## src/rtl/vram_rd_arbiter.sv

```systemverilog
// Shares the single VRAM read port between display fetch (slot 0) and host reads (slot 1).
// Build option VRAM_ARB_SLOT_STEAL_EN: a pending host read may use an idle display slot.
module vram_rd_arbiter #(
    parameter int ADDR_W = 13,
    parameter int DATA_W = 8
) (
    input  logic              clk,
    input  logic              nrst,
    input  logic [ADDR_W-1:0] dispAddr,
    input  logic              dispReq,
    output logic [DATA_W-1:0] dispData,
    output logic              dispValid,
    output logic              slot,
    input  logic [ADDR_W-1:0] hostAddr,
    input  logic              hostRdReq,
    output logic              hostBusy,
    output logic [DATA_W-1:0] hostRdData,
    output logic              hostRdValid,
    output logic [ADDR_W-1:0] memAddr,
    output logic              memRdEn,
    input  logic [DATA_W-1:0] memRdData
);

    // Host read FSM
    // state  | meaning
    // H_IDLE | no host read outstanding, requests accepted
    // H_PEND | request latched, waiting for a host-usable slot
    // H_INFL | read issued last cycle, memRdData carries the host byte now
    typedef enum logic [1:0] {
        H_IDLE = 2'd0,
        H_PEND = 2'd1,
        H_INFL = 2'd2
    } host_state_t;

    host_state_t       r_hst;
    host_state_t       w_hst_nxt;

    logic              r_slot;
    logic [ADDR_W-1:0] r_host_addr;
    logic              r_disp_tag;
    logic              r_disp_vld;
    logic [DATA_W-1:0] r_disp_data;
    logic              r_host_vld;
    logic [DATA_W-1:0] r_host_data;

    logic              w_steal;
    logic              w_host_issue;
    logic              w_disp_issue;
    logic              w_host_accept;

`ifdef VRAM_ARB_SLOT_STEAL_EN
    assign w_steal = ~r_slot & ~dispReq & (r_hst == H_PEND);
`else
    assign w_steal = 1'b0;
`endif

    assign w_disp_issue  = ~r_slot & dispReq;
    assign w_host_issue  = (r_slot & (r_hst == H_PEND)) | w_steal;
    assign w_host_accept = (r_hst == H_IDLE) & hostRdReq;

    assign memRdEn = w_disp_issue | w_host_issue;
    assign memAddr = (r_slot | w_steal) ? r_host_addr : dispAddr;

    always_comb begin
        w_hst_nxt = r_hst;
        case (r_hst)
            H_IDLE:  if (hostRdReq) w_hst_nxt = H_PEND;
            H_PEND:  if (w_host_issue) w_hst_nxt = H_INFL;
            H_INFL:  w_hst_nxt = H_IDLE;
            default: w_hst_nxt = H_IDLE;
        endcase
    end

    always_ff @(posedge clk) begin
        if (!nrst) begin
            r_hst <= H_IDLE;
        end else begin
            r_hst <= w_hst_nxt;
        end
    end

    // Tags are cleared by reset, so data returning right after reset is never captured.
    always_ff @(posedge clk) begin
        if (!nrst) begin
            r_slot      <= 1'b0;
            r_host_addr <= '0;
            r_disp_tag  <= 1'b0;
            r_disp_vld  <= 1'b0;
            r_disp_data <= '0;
            r_host_vld  <= 1'b0;
            r_host_data <= '0;
        end else begin
            r_slot     <= ~r_slot;
            r_disp_tag <= w_disp_issue;
            r_disp_vld <= r_disp_tag;
            r_host_vld <= (r_hst == H_INFL);
            if (r_disp_tag) begin
                r_disp_data <= memRdData;
            end
            if (r_hst == H_INFL) begin
                r_host_data <= memRdData;
            end
            if (w_host_accept) begin
                r_host_addr <= hostAddr;
            end
        end
    end

    assign slot        = r_slot;
    assign dispData    = r_disp_data;
    assign dispValid   = r_disp_vld;
    assign hostBusy    = (r_hst != H_IDLE);
    assign hostRdData  = r_host_data;
    assign hostRdValid = r_host_vld;

endmodule

```

## config.mk

```make
export PLATFORM = sky130hd
export DESIGN_NAME = vram_rd_arbiter
export DESIGN_NICKNAME = d
export VERILOG_FILES = /design/src/rtl/vram_rd_arbiter.sv
export SDC_FILE = /design/constraint.sdc
export NUM_CORES = 1
export LEC_CHECK = 0
export CORE_MARGIN = 5
export CORE_UTILIZATION = 36
export CTS_CLUSTER_SIZE = 14
export DETAILED_ROUTE_END_ITERATION = 8
export PLACE_DENSITY = 0.74
export SETUP_SLACK_MARGIN = 0.02
export SYNTH_ARGS = -nofsm -noshare
export SYNTH_HDL_FRONTEND = slang
export SYNTH_SLANG_ARGS = --single-unit
export TNS_END_PERCENT = 50
```

## constraint.sdc

```tcl
create_clock -name clk -period 1.4 [get_ports clk]
set_clock_uncertainty 0.15 [all_clocks]
set_input_delay 0.28 -clock clk [delete_from_list [all_inputs] [get_ports clk]]
set_output_delay 0.28 -clock clk [all_outputs]
set_load 0.1 [all_outputs]
```

Yosys cells after proc, flatten, opt, wreduce, memory -nomap -nowiden
Index checks and enable logic that the tools add are counted.
{ "totals": {"input_bits": 38, "regBits": 35, "out_inout_bits": 34} }
{ "op_classes": {"reduce_logical": 3, "n_mux": 4, "n_eq_ne": 4, "n_bitwise": 5} }
{ "op_table": {"columns": ["op", "n"], "rows": [
  ["$mux W13", 1],
  ["$mux W2", 2],
  ["$ne A2 B2 Y1 const B", 2],
  ["$pmux W2 S2", 1],
  ["$and A1 B1 Y1", 3],
  ["$eq A2 B1 Y1 const B", 1],
  ["$eq A2 B2 Y1 const B", 1],
  ["$logic_not A2 Y1", 1],
  ["$reduce_and A2 Y1", 1],
  ["$reduce_bool A2 Y1", 1],
  ["$not A1 Y1", 1],
  ["$or A1 B1 Y1", 1]
]} }

Depth between registers and ports, before layout
Gate-level depths: netlist (run 1).
{ "depth": {"depth_word": 4, "ltp_mapped": 5, "ltp_nobuf": 3} }

Worst setup path after synthesis (run 1)
OpenSTA, ideal clock, no wires.
{ "synth_timing": {"kind": "register to output", "start": "reg r_slot, in the netlist slot", "end": "out memRdEn", "path_stages_with_launch": 5, "t_required_ns": 0.970, "arrival_ns": 3.015, "path_slack_ns": -2.045, "cell_sequence": "dfxtp_1 buf_2 buf_2 nand2_1 o2bb2ai_1"} }
{ "synth_between": {"elab_chain_cells": 3, "word_cells_on_any_way": 4, "cone_classes": "bitwise: 4"} }
{ "synth_rtl": {"columns": ["item", "line", "text"], "rows": [
  ["start: declaration", "38", "logic r_slot;"],
  ["start signal: assignment", "93", "r_slot <= ~r_slot;"],
  ["$not A1 Y1", "57", "assign w_disp_issue = ~r_slot & dispReq;"],
  ["$and A1 B1 Y1", "57", null],
  ["$or A1 B1 Y1 (*)", "61", "assign memRdEn = w_disp_issue | w_host_issue;"],
  ["end: declaration", "20", "output logic memRdEn,"]
]} }
Mark *: on every way between the ends. The rest lies on a longest branch, timed or not.

Worst setup path after layout (run 1)
{ "layout_timing": {"start": "reg r_slot, in the netlist slot", "end": "out memAddr[10]"} }
{ "layout_between": {"elab_chain_cells": 1} }
{ "layout_rtl": {"columns": ["item", "line", "text"], "rows": [
  ["$mux W13", "62", "assign memAddr = (r_slot | w_steal) ? r_host_addr : dispAddr;"],
  ["end: declaration", "19", "output logic [ADDR_W-1:0] memAddr,"]
]} }
Every way passes these cells.

==> results of run 1 <==
==> logic make-up (layout without fill, tap and decap cells) <==
logic type,Yosys count,in the layout
AOI/OAI and AO/OA,22,22
buffers and inverters,13,90
DFF,35,35
muxes,22,22
and+or+nand+nor,62,62
==> tightest hold or removal path, cell delays in order (launching register included) <==
cell and delay (ps):
dfxtp_1 310, nand2_1 50, o21ai_0 60
==> routing by layer <==
metal	up-vias	global-route usage [%]	routed length (microns)
li1	667	-	-
met1	590	18.22	1606
met2	38	26.18	2096
met3	4	5.270	241
met4	0	5.231	48
met5	-	0	0
==> where the power goes <==
group	total, mW	leakage [nW]	internal (mW)	switching [mW]
Sequential	1.08	0.287	1.04	0.0415
Clock	0.678	0.0422	0.349	0.330
Combinational	1.05	0.782	0.454	0.595
Total	2.81	1.11	1.84	0.966
==> how the worst max path moves through the flow <==
| stage | end | slack (ps) | start | cells past startpoint |
|---|---|---|---|---|
| after detailed placement | r_host_addr[1]$_SDFFE_PN0P_ | -220 | hostRdReq | 5 |
| after global placement | memAddr[3] | -170 | dispAddr[3] | 3 |
| final | memAddr[10] | -340 | slot$_SDFF_PN0_ | 3 |
| after global routing | memAddr[5] | -400 | slot$_SDFF_PN0_ | 3 |
| after floorplan | memRdEn | -430 | slot$_SDFF_PN0_ | 4 |
| after CTS | memAddr[10] | -340 | slot$_SDFF_PN0_ | 3 |
==> synthesized netlist by cell type <==
master / count / area share [%]
clkbuf_1: 2 / 0.51
o21ai_0: 6 / 2.0
or2_2: 1 / 0.42
o21ai_2: 7 / 4.1
o2bb2ai_1: 1 / 0.59
buf_2: 7 / 2.4
mux2_2: 13 / 9.9
nor2_1: 2 / 0.51
mux2i_1: 9 / 6.1
nand3_1: 13 / 4.4
nor3b_4: 1 / 1.3
and2b_1: 1 / 0.51
dfxtp_1: 35 / 47
nand2b_1: 1 / 0.42
and2_1: 2 / 0.84
nand2_1: 30 / 7.6
a21boi_0: 8 / 4.0
and3_1: 1 / 0.42
or2b_1: 1 / 0.51
buf_6: 3 / 2.3
nor2b_1: 9 / 3.8
inv_1: 1 / 0.25
==> sequential cells by signal, summed over array words and instances, names as in the netlist <==
signal       flops
r_disp_tag       1
r_host_addr     13
hostRdValid      1
slot             1
hostRdData       8
dispData         8
r_hst            2
dispValid        1
==> layout make-up <==
| type | count | area [sq um] | area share (%) |
|---|---|---|---|
| timing repair buffer | 81 | 1175 | 41.77 |
| multi-input combinational | 106 | 780.7 | 27.76 |
| sequential | 35 | 709.4 | 25.22 |
| clock buffer | 7 | 76.32 | 2.714 |
| tap | 50 | 62.56 | 2.224 |
| clock inverter | 1 | 5.005 | 0.1779 |
| inverter | 1 | 3.754 | 0.1335 |
==> what timing repair did <==
action / in CTS / in global routing
gates resized for setup: 16 / 6
gates cloned: 0 / 0
buffers inserted: 5 / 0
endpoints found under the setup margin: 16 / 16
pin swaps: 0 / 1
==> results.tsv, run 1 <==
metric	value	unit
R2R Setup Slk	120	ps
Final Max Tran Viols	0	
status	complete, but fails checks	
CTS root buffer	clkbuf_8	
total wire length	3993	microns
Power Density	999.3	nW/um^2
CP max FO	8	
floorplan row count	23	
Die X	74.20	microns
post-synthesis xor/xnor area fraction	0	%
drt pass-1 iters	4	
synth unique cells	22	
Area Overhead vs Synth	89.54	%
DRT antenna net count	0	
Ys Warns	0	
Synth Area per Inst	9.636	sq um
sequential fraction of the synthesis area	47.22	%
Fmax	576.3	MHz
placed wire-length estimate	2888	microns
Worst-Margin Slew	327.2	ps
cells along the critical path	buf_12, mux2_4, buf_12	
violated checks	negative setup slack	
crit path buf inv count	2	
fin nets	268	
Max-slew headroom	78.19	%
worst IR drop on VDD	0.0006727	V
RSZ-0062 raised after global routing	yes	
die height	74.20	microns
fin cells	281	
R2R depth	3	
Arr. time, crit path	1310	ps
Core ar.	4000	sq um
Compound-Gate Fraction of Synth Area	10.79	%
Final Instance Area	2813	sq um
pre-CTS setup slack	-215.3	ps
first-pass GRT wire length	6348	microns
capturing point of the worst reg2reg path	hostRdData[3]$_SDFFE_PN0P_	
final core occ	70.32	%
gr usage total	15.44	%
Req. time, crit path	970	ps
Min Clock Period, post-route	1735	ps
Post-Synth Simple-Gate Area	20.66	%
Leakage	1.111	nW
#FFs+latches synth	35	
Num CTS Buffers	5	
DR iter-0 viols	46	
vias per std cell	4.623	
Remaining DRCs	0	
vias in the first global route	1341	
share of cells above drive strength 1	33.33	%
final hold vios	0	
hold-fix buffers at CTS	0	
Bufs on Longest Clock Path	2	
placed cell count	269	
largest family of logic cells by synthesized area	simple AND/OR/NAND/NOR gates	
Final Wtd Congestion	0.6979	
Post-DP Area	2625	sq um
Worst-Skew Late Latency	270	ps
fin worst setup slack	-335.1	ps
I/O pin cnt	72	
overall power	2.811	mW
hold slack	309.7	ps
CP Class	register to output pin	
Worst Hold Path EP	r_host_addr[3]$_SDFFE_PN0P_	
crit path launch type	register	
CTS sink count	35	
Largest delay share family, worst path	flip-flops	
mux share of post-synthesis cell area	15.94	%
Antenna diodes	0	
die area	5506	sq um
Hold WC Path Type	register to register	
CP most frequent cell	buf_12	
Mapped Cells	154	
largest net degree at the start of global routing	48	
Initial Util	37.10	%
commonest non-fill, non-tap cells in the layout	clkdlybuf4s50_1, buf_12, dfxtp_1	
part of the cycle the worst path needs	123.9	%
Hold Path Stages	2	
Worst-path clk slew	70	ps
initial antenna violation count	0	
CTS H-tree depth	2	
# port buffers	71	
# fillers	313	
reg2reg start	r_hst[0]$_SDFFE_PN0P_	
setup TNS	-4732	ps
CP max stage cell	dfxtp_4	
via count	1299	
Syn Std Cell Area	1484	sq um
max cap viols	0	
Setup-failing EPs final	16	
CP Capture Type	output pin	
Crit path largest cell delay	400	ps
GRT overflow	0	
Synth Area in Adders	0	%
routed length per instance	14.21	microns
Post-Syn Nets	192	
CTS tree	done	
HP Start	r_host_addr[3]$_SDFFE_PN0P_	
No activity file was read; power rests on OpenSTA's default activity.
==> run 2: changes to the inputs <==
Settings changed: CORE_UTILIZATION 36 to 40, PLACE_DENSITY 0.74 to 0.78.
Clock period 1.4 ns to 1.9 ns, I/O delays scaled along.
==> results.tsv, run 2 (synthesized netlist as in run 1, its figures left out) <==
metric	value	unit
Arr. time, crit path	1310	ps
crit path buf inv count	2	
vias in the first global route	1291	
R2R Setup Slk	570	ps
placed cell count	264	
Min Clock Period, post-route	1845	ps
HP Start	r_host_addr[3]$_SDFFE_PN0P_	
Die X	70.91	microns
fin cells	276	
Setup-failing EPs final	0	
initial antenna violation count	0	
I/O pin cnt	72	
crit path launch type	register	
Worst-Skew Late Latency	280	ps
total wire length	3858	microns
# port buffers	71	
Top reg by flops	r_host_addr	
area of the multi-input gates	729.5	sq um
commonest non-fill, non-tap cell in the layout	clkdlybuf4s50_1	
share of cells above drive strength 1	32.46	%
CTS tree	done	
Bufs on Longest Clock Path	2	
CTS sink count	35	
setup TNS	0	ps
Worst-path clk slew	70	ps
DRT antenna net count	0	
worst IR drop on VDD	0.0005489	V
Final Max Tran Viols	0	
Area Overhead vs Synth	83.64	%
CP max stage cell	mux2_2	
CTS H-tree depth	2	
Post-DP Area	2596	sq um
drt pass-1 iters	4	
max reg flops	13	
Antenna diodes	0	
Hold Path Stages	2	
vias per std cell	4.812	
Leakage	1.052	nW
Num CTS Buffers	5	
# fillers	272	
final hold vios	0	
cells along the critical path	buf_6, mux2_2, buf_12	
Final Instance Area	2725	sq um
gr usage total	15.49	%
Worst-Margin Slew	508.0	ps
via count	1328	
Remaining DRCs	0	
FF/Latch Area	704.4	sq um
Crit path largest cell delay	370	ps
Initial Util	40.84	%
floorplan row count	22	
DR iter-0 viols	61	
Fmax	542.1	MHz
R2R depth	3	
Power Density	758.1	nW/um^2
Worst Hold Path EP	r_host_addr[3]$_SDFFE_PN0P_	
RSZ-0062 raised after global routing	no	
capturing point of the worst reg2reg path	hostRdData[3]$_SDFFE_PN0P_	
Final Wtd Congestion	0.6722	
routed length per instance	13.98	microns
Largest delay share family, worst path	multiplexers	
CTS root buffer	clkbuf_8	
largest net degree at the start of global routing	27	
max cap viols	0	
commonest non-fill, non-tap cells in the layout	clkdlybuf4s50_1, buf_12, dfxtp_1	
CP Class	register to output pin	
Req. time, crit path	1370	ps
die height	70.91	microns
CP max FO	8	
status	complete, no violations	
part of the cycle the worst path needs	97.08	%
GRT overflow	0	
first-pass GRT wire length	6216	microns
Hold WC Path Type	register to register	
fin nets	266	
Core ar.	3633	sq um
Max-slew headroom	66.08	%
reg2reg start	r_hst[1]$_SDFFE_PN0P_	
CP Capture Type	output pin	
die area	5028	sq um
placed wire-length estimate	2961	microns
==> run 2: changes by cell type in the layout (fill, tap and decap cells not counted), moves of 2 or more <==
cell,change
clkbuf_1,-2
buf_6,-2
dfxtp_1,+2
mux2_2,+13
mux2_4,-13
==> run 2: how the worst max path moves through the flow <==
stage,start,to,depth (start not counted)
3_5_place_dp,dispAddr[6],memAddr[6],3
4_1_cts,slot$_SDFF_PN0_,memRdEn,4
5_1_grt,slot$_SDFF_PN0_,memAddr[2],3
3_3_place_gp,dispAddr[10],memAddr[10],3
2_1_floorplan,slot$_SDFF_PN0_,memRdEn,4
6_report,slot$_SDFF_PN0_,memAddr[9],3
==> run 2: timing repair <==
item,in CTS,in global routing
setup endpoints to repair,13,14
hold buffers,0,0
buffers inserted,1,4
gates resized for setup,0,1
pin swaps,0,0
==> run 2: report_power, final <==
part / internal [mW] / leakage (nW) / switching, mW
Combinational: 0.309 / 0.719 / 0.428
Sequential: 0.769 / 0.286 / 0.0332
Clock: 0.284 / 0.0470 / 0.244
==> run 2: cell type report <==
type | instances | share of cell area, %
Clock buffer | 6 | 3.030
Clock inverter | 1 | 0.1837
Inverter | 1 | 0.1377
Multi-Input combinational cell | 106 | 26.77
Sequential cell | 35 | 25.85
Tap cell | 48 | 2.204
Timing Repair Buffer | 79 | 41.83
==> run 2: metal layers <==
layer,global-route usage [%],up-vias,wire (microns)
li1,-,661,-
met1,17.41,593,1569
met2,25.95,68,1819
met3,6.818,6,418
met4,5.637,0,51
met5,0,-,0
==> run 2: worst reg2reg max path, cell delays in order (launching register included) <==
cell	delay, ps
dfxtp_1	490
or2b_1	380
nand2_1	120
a21boi_0	80
==> run 2: through the flow <==
stage	total power [mW]	setup slack [ps]	hold slack, ps	utilization [%]
2_1_floorplan	1.251	-34.74	282.5	-
3_3_place_gp	1.535	138.0	293.2	71.45
3_5_place_dp	1.546	113.3	299.7	71.45
4_1_cts	2.075	19.46	311.1	74.07
5_1_grt	2.144	14.05	337.8	75.00
6_report	2.066	55.48	309.8	75.00
==> RTL change 1 (config.mk and constraints of run 1) <==
The option `VRAM_ARB_SLOT_STEAL_EN` is turned on by a define.
--- a/src/rtl/vram_rd_arbiter.sv
+++ b/src/rtl/vram_rd_arbiter.sv
@@ -1,5 +1,7 @@
 // Shares the single VRAM read port between display fetch (slot 0) and host reads (slot 1).
 // Build option VRAM_ARB_SLOT_STEAL_EN: a pending host read may use an idle display slot.
+`define VRAM_ARB_SLOT_STEAL_EN
+
 module vram_rd_arbiter #(
     parameter int ADDR_W = 13,
     parameter int DATA_W = 8
Function: changed (Yosys sat finds a counterexample within 4 cycles, from zero or initial values and one cycle with nrst low).
==> RTL change 1 against run 1 <==
The run still ends with negative setup slack left. Clock power barely moved. Die area fell by 0.87%. Combinational power up 14%. Cell count increased by 1.1%. Largest cell class unchanged. Synthesized area decreased by 1.0%. Total power is 5.5% higher. Synthesized cell count up 1.9%. Worst setup slack got worse by 0.27 ns. Design area increased by 1.3%. Routed wire length increased by 2.2%. Sequential share of layout area down 0.10 points. Sequential cell count unchanged.
==> RTL change 1: results <==
[worst_setup_path]
cpPeakStageDelay_ns = 0.36
regToRegSetupSlack_ns = 0
worstSetupStartpoint = r_hst[1]$_SDFFE_PN0P_
worstPathArrival_ns = 1.58
critPathCapture = memAddr[3]
rr_worst_depth = 6
reg2reg_to = r_host_addr[0]$_SDFFE_PN0P_
path_max_fanout = 7

[cts]
cts_setup_buffers = 2
clock_latency_ns = 0.27
cts.repair.resized = 14
root_buffer = clkbuf_8
cts.reportedPaths.clkPinSlew_ns = 0.07

[drt]
dr.first_iter.drc_count = 93
routed_wl_microns = 4080
viasPerCell = 4.59
vias = 1303

[timing]
setup_slack_ns = -0.609
setup_viol = 16
fin_setup_tns_ns = -8.30
slew_headroom_pct = 86.6

[power]
p_leak_nw = 1.12
ir_drop_v = 0.000714
p_switching_mw = 1.06

[outcome]
status = finished with violations
violations = negative setup slack

[global_routing]
grt.total_usage_pct = 15.8
grt_max_degree = 49
grt_pass1_wl_microns = 6560

[placement]
place_congestion = 0.724
dpl_cell_area_sq_mm = 0.00267
dp_slack_ns = -0.752
dpl.hpwl_microns = 2910

[yosys]
yosysWarnings = 0
synthTopCellsByCount = 35 x dfxtp_1, 30 x nand2_1, 13 x mux2_2, 13 x nand3_1, 13 x o21ai_0
async_flop_share_pct = 0
synth_cell_types = 23
syn-num-nets = 195
synthFlopType = dfxtp_1
syn_avg_cell_area_sq_um = 9.36
yosysSeqAreaShare_pct = 47.7
synth_area_leaders = dfxtp_1 48%, mux2_2 10%, nand2_1 7.7%

[cells_and_area]
final_nets = 271
drive_gt1_share_pct = 35.0
## RTL change 1: final cells by class
class | count | area (sq um)
well taps | 50 | 62.6
multi-input cells | 109 | 805
fillers | 278 | 1120
inverters | 1 | 3.75
flip-flops and latches | 35 | 716
clock inverters | 1 | 5.00
clock buffers | 7 | 76.3
repair buffers | 81 | 1180
## RTL change 1: kinds of logic after synthesis
kind of cell,share of synthesized area (%)
flops,47.7
buf+inv,4.77
simple gates,22.6
compound gates,8.86
mux,16.1
## RTL change 1: power by group through the flow
stage,Clock [mW],Sequential [mW],Combinational (mW)
floorplan,0,1.23,0.555
global placement,0,1.10,1.14
detailed placement,0,1.11,1.16
CTS,0.709,1.09,1.22
global route,0.761,1.09,1.24
finish,0.680,1.08,1.20
## RTL change 1: worst min-delay path by stage
stage / startpoint / depth (start not counted) / slack, ns / end
2_1_floorplan: hostAddr[0] / 2 / 0.26 / r_host_addr[0]$_SDFFE_PN0P_
3_5_place_dp: r_host_addr[7]$_SDFFE_PN0P_ / 2 / 0.30 / r_host_addr[7]$_SDFFE_PN0P_
5_1_grt: r_host_addr[6]$_SDFFE_PN0P_ / 2 / 0.33 / r_host_addr[6]$_SDFFE_PN0P_
4_1_cts: r_host_addr[7]$_SDFFE_PN0P_ / 2 / 0.31 / r_host_addr[7]$_SDFFE_PN0P_
6_report: r_host_addr[9]$_SDFFE_PN0P_ / 2 / 0.30 / r_host_addr[9]$_SDFFE_PN0P_
3_3_place_gp: r_host_addr[7]$_SDFFE_PN0P_ / 2 / 0.29 / r_host_addr[7]$_SDFFE_PN0P_
## RTL change 1: routing by layer
metal	wire [microns]	share of wire, %	vias up	global-route usage [%]
li1	-	-	676	-
met3	202	5.0	2	3.56
met1	1770	43	586	19.6
met4	34	0.83	0	5.43
met5	0	0	-	0
met2	2080	51	39	26.9
==> RTL change 2 (settings of run 1) <==
Without the edit above. Re-encode `host_state_t` (3 states) as one-hot, 3 bits wide.
--- a/src/rtl/vram_rd_arbiter.sv
+++ b/src/rtl/vram_rd_arbiter.sv
@@ -26,10 +26,10 @@
     // H_IDLE | no host read outstanding, requests accepted
     // H_PEND | request latched, waiting for a host-usable slot
     // H_INFL | read issued last cycle, memRdData carries the host byte now
-    typedef enum logic [1:0] {
-        H_IDLE = 2'd0,
-        H_PEND = 2'd1,
-        H_INFL = 2'd2
+    typedef enum logic [2:0] {
+        H_IDLE = 3'b001,
+        H_PEND = 3'b010,
+        H_INFL = 3'b100
     } host_state_t;
 
     host_state_t       r_hst;
Function: no difference found for any inputs over 10 cycles, from zero or initial values and one cycle with nrst low; not proved beyond that.
==> RTL change 2 against run 1 <==
Routed wire length up 4.8%. Non-clock buffer count up 8. Total power up 4.0%. Cell count increased by 4.6%. Synthesized area grew 6.0%. Worst setup slack better by 0.0094 ns. Highest routed layer unchanged. The flow still finishes with violations (negative setup slack). Design area rose by 6.2%. Largest power group unchanged. Sequential cell count up 1.
==> RTL change 2: results <==
[timing]
hold_ws_ns = 0.226
setup_slack_ns = -0.326
slew_headroom_pct = 82.9
setup_viol = 29

[yosys]
synthCells = 157
syn-num-nets = 195
synth_area_leaders = dfxtp_1 46%, mux2i_1 18%, nand2_1 10%
yosysSeqAreaShare_pct = 45.8
synthTopCellsByCount = 42 x nand2_1, 36 x dfxtp_1, 29 x mux2i_1, 13 x mux2_2, 9 x nor2b_1

[power]
p_leak_nw = 1.22

[outcome]
status = finished with violations
violations = negative setup slack

[placement]
dp.cells = 280
dp_slack_ns = -0.341

[min_path]
hp-class = in -> reg
holdPathEnd = hostRdData[3]$_SDFFE_PN0P_

[drt]
dr.first_iter.drc_count = 43
wl_per_cell_microns = 14.2
viasPerCell = 4.67

[global_routing]
grt_max_degree = 34
grt_pass1_wl_microns = 6790

[cts]
clock_latency_ns = 0.29

[worst_setup_path]
critPathCapture = memRdEn
reg2reg_to = r_host_addr[10]$_SDFFE_PN0P_
r2r-start = r_hst[2]$_SDFFE_PN0P_

[cells_and_area]
fin_cells = 294
[RTL change 2: changes by cell type after synthesis, sizes merged, moves of 3 or more]
cell / delta
mux2i: +20
o21ai: -13
a21boi: -8
nand2: +12
buf: -3
clkbuf: +3
nand3: -13
[RTL change 2: tightest hold or removal path, delay by kind of cell]
| family | cells | cell delay, ns |
|---|---|---|
| mux | 1 | 0.05 |
| simple gates | 1 | 0.09 |
| buf+inv | 1 | 0.19 |
[RTL change 2: repair_timing]
action / CTS / global route
pin swaps: 1 / 2
cloned: 0 / 1
buffers inserted: 3 / 2
resized for setup: 19 / 4
setup endpoints to repair: 29 / 38
[RTL change 2: layout make-up]
type	instances	area, sq um
fill	320	1310
tap	52	65.1
inverter	1	3.75
sequential	36	728
timing repair buffer	89	1260
multi-input combinational	108	841
clock buffer	8	90.1
[RTL change 2: routing by layer]
metal  global-route usage [%]  routed length [microns]
met3                     8.63                      415
met5                        0                        0
met1                     15.4                     1660
met4                     5.24                       68
met2                     23.5                     2040
[RTL change 2: cell families (layout without fill, tap and decap cells)]
group,count (synthesis),count (layout),share of synthesized area [%]
mux,42,42,27.8
simple gates,63,63,20.0
flops,36,36,45.8
compound gates,3,3,1.19
buf+inv,13,98,5.17
[RTL change 2: power by group through the flow]
stage          combinational (mW)  clock (mW)  sequential [mW]
2_1_floorplan               0.516           0             1.21
3_3_place_gp                0.973           0             1.14
3_5_place_dp                0.984           0             1.14
4_1_cts                      1.04       0.789             1.11
5_1_grt                      1.10       0.828             1.11
6_report                     1.06       0.751             1.11
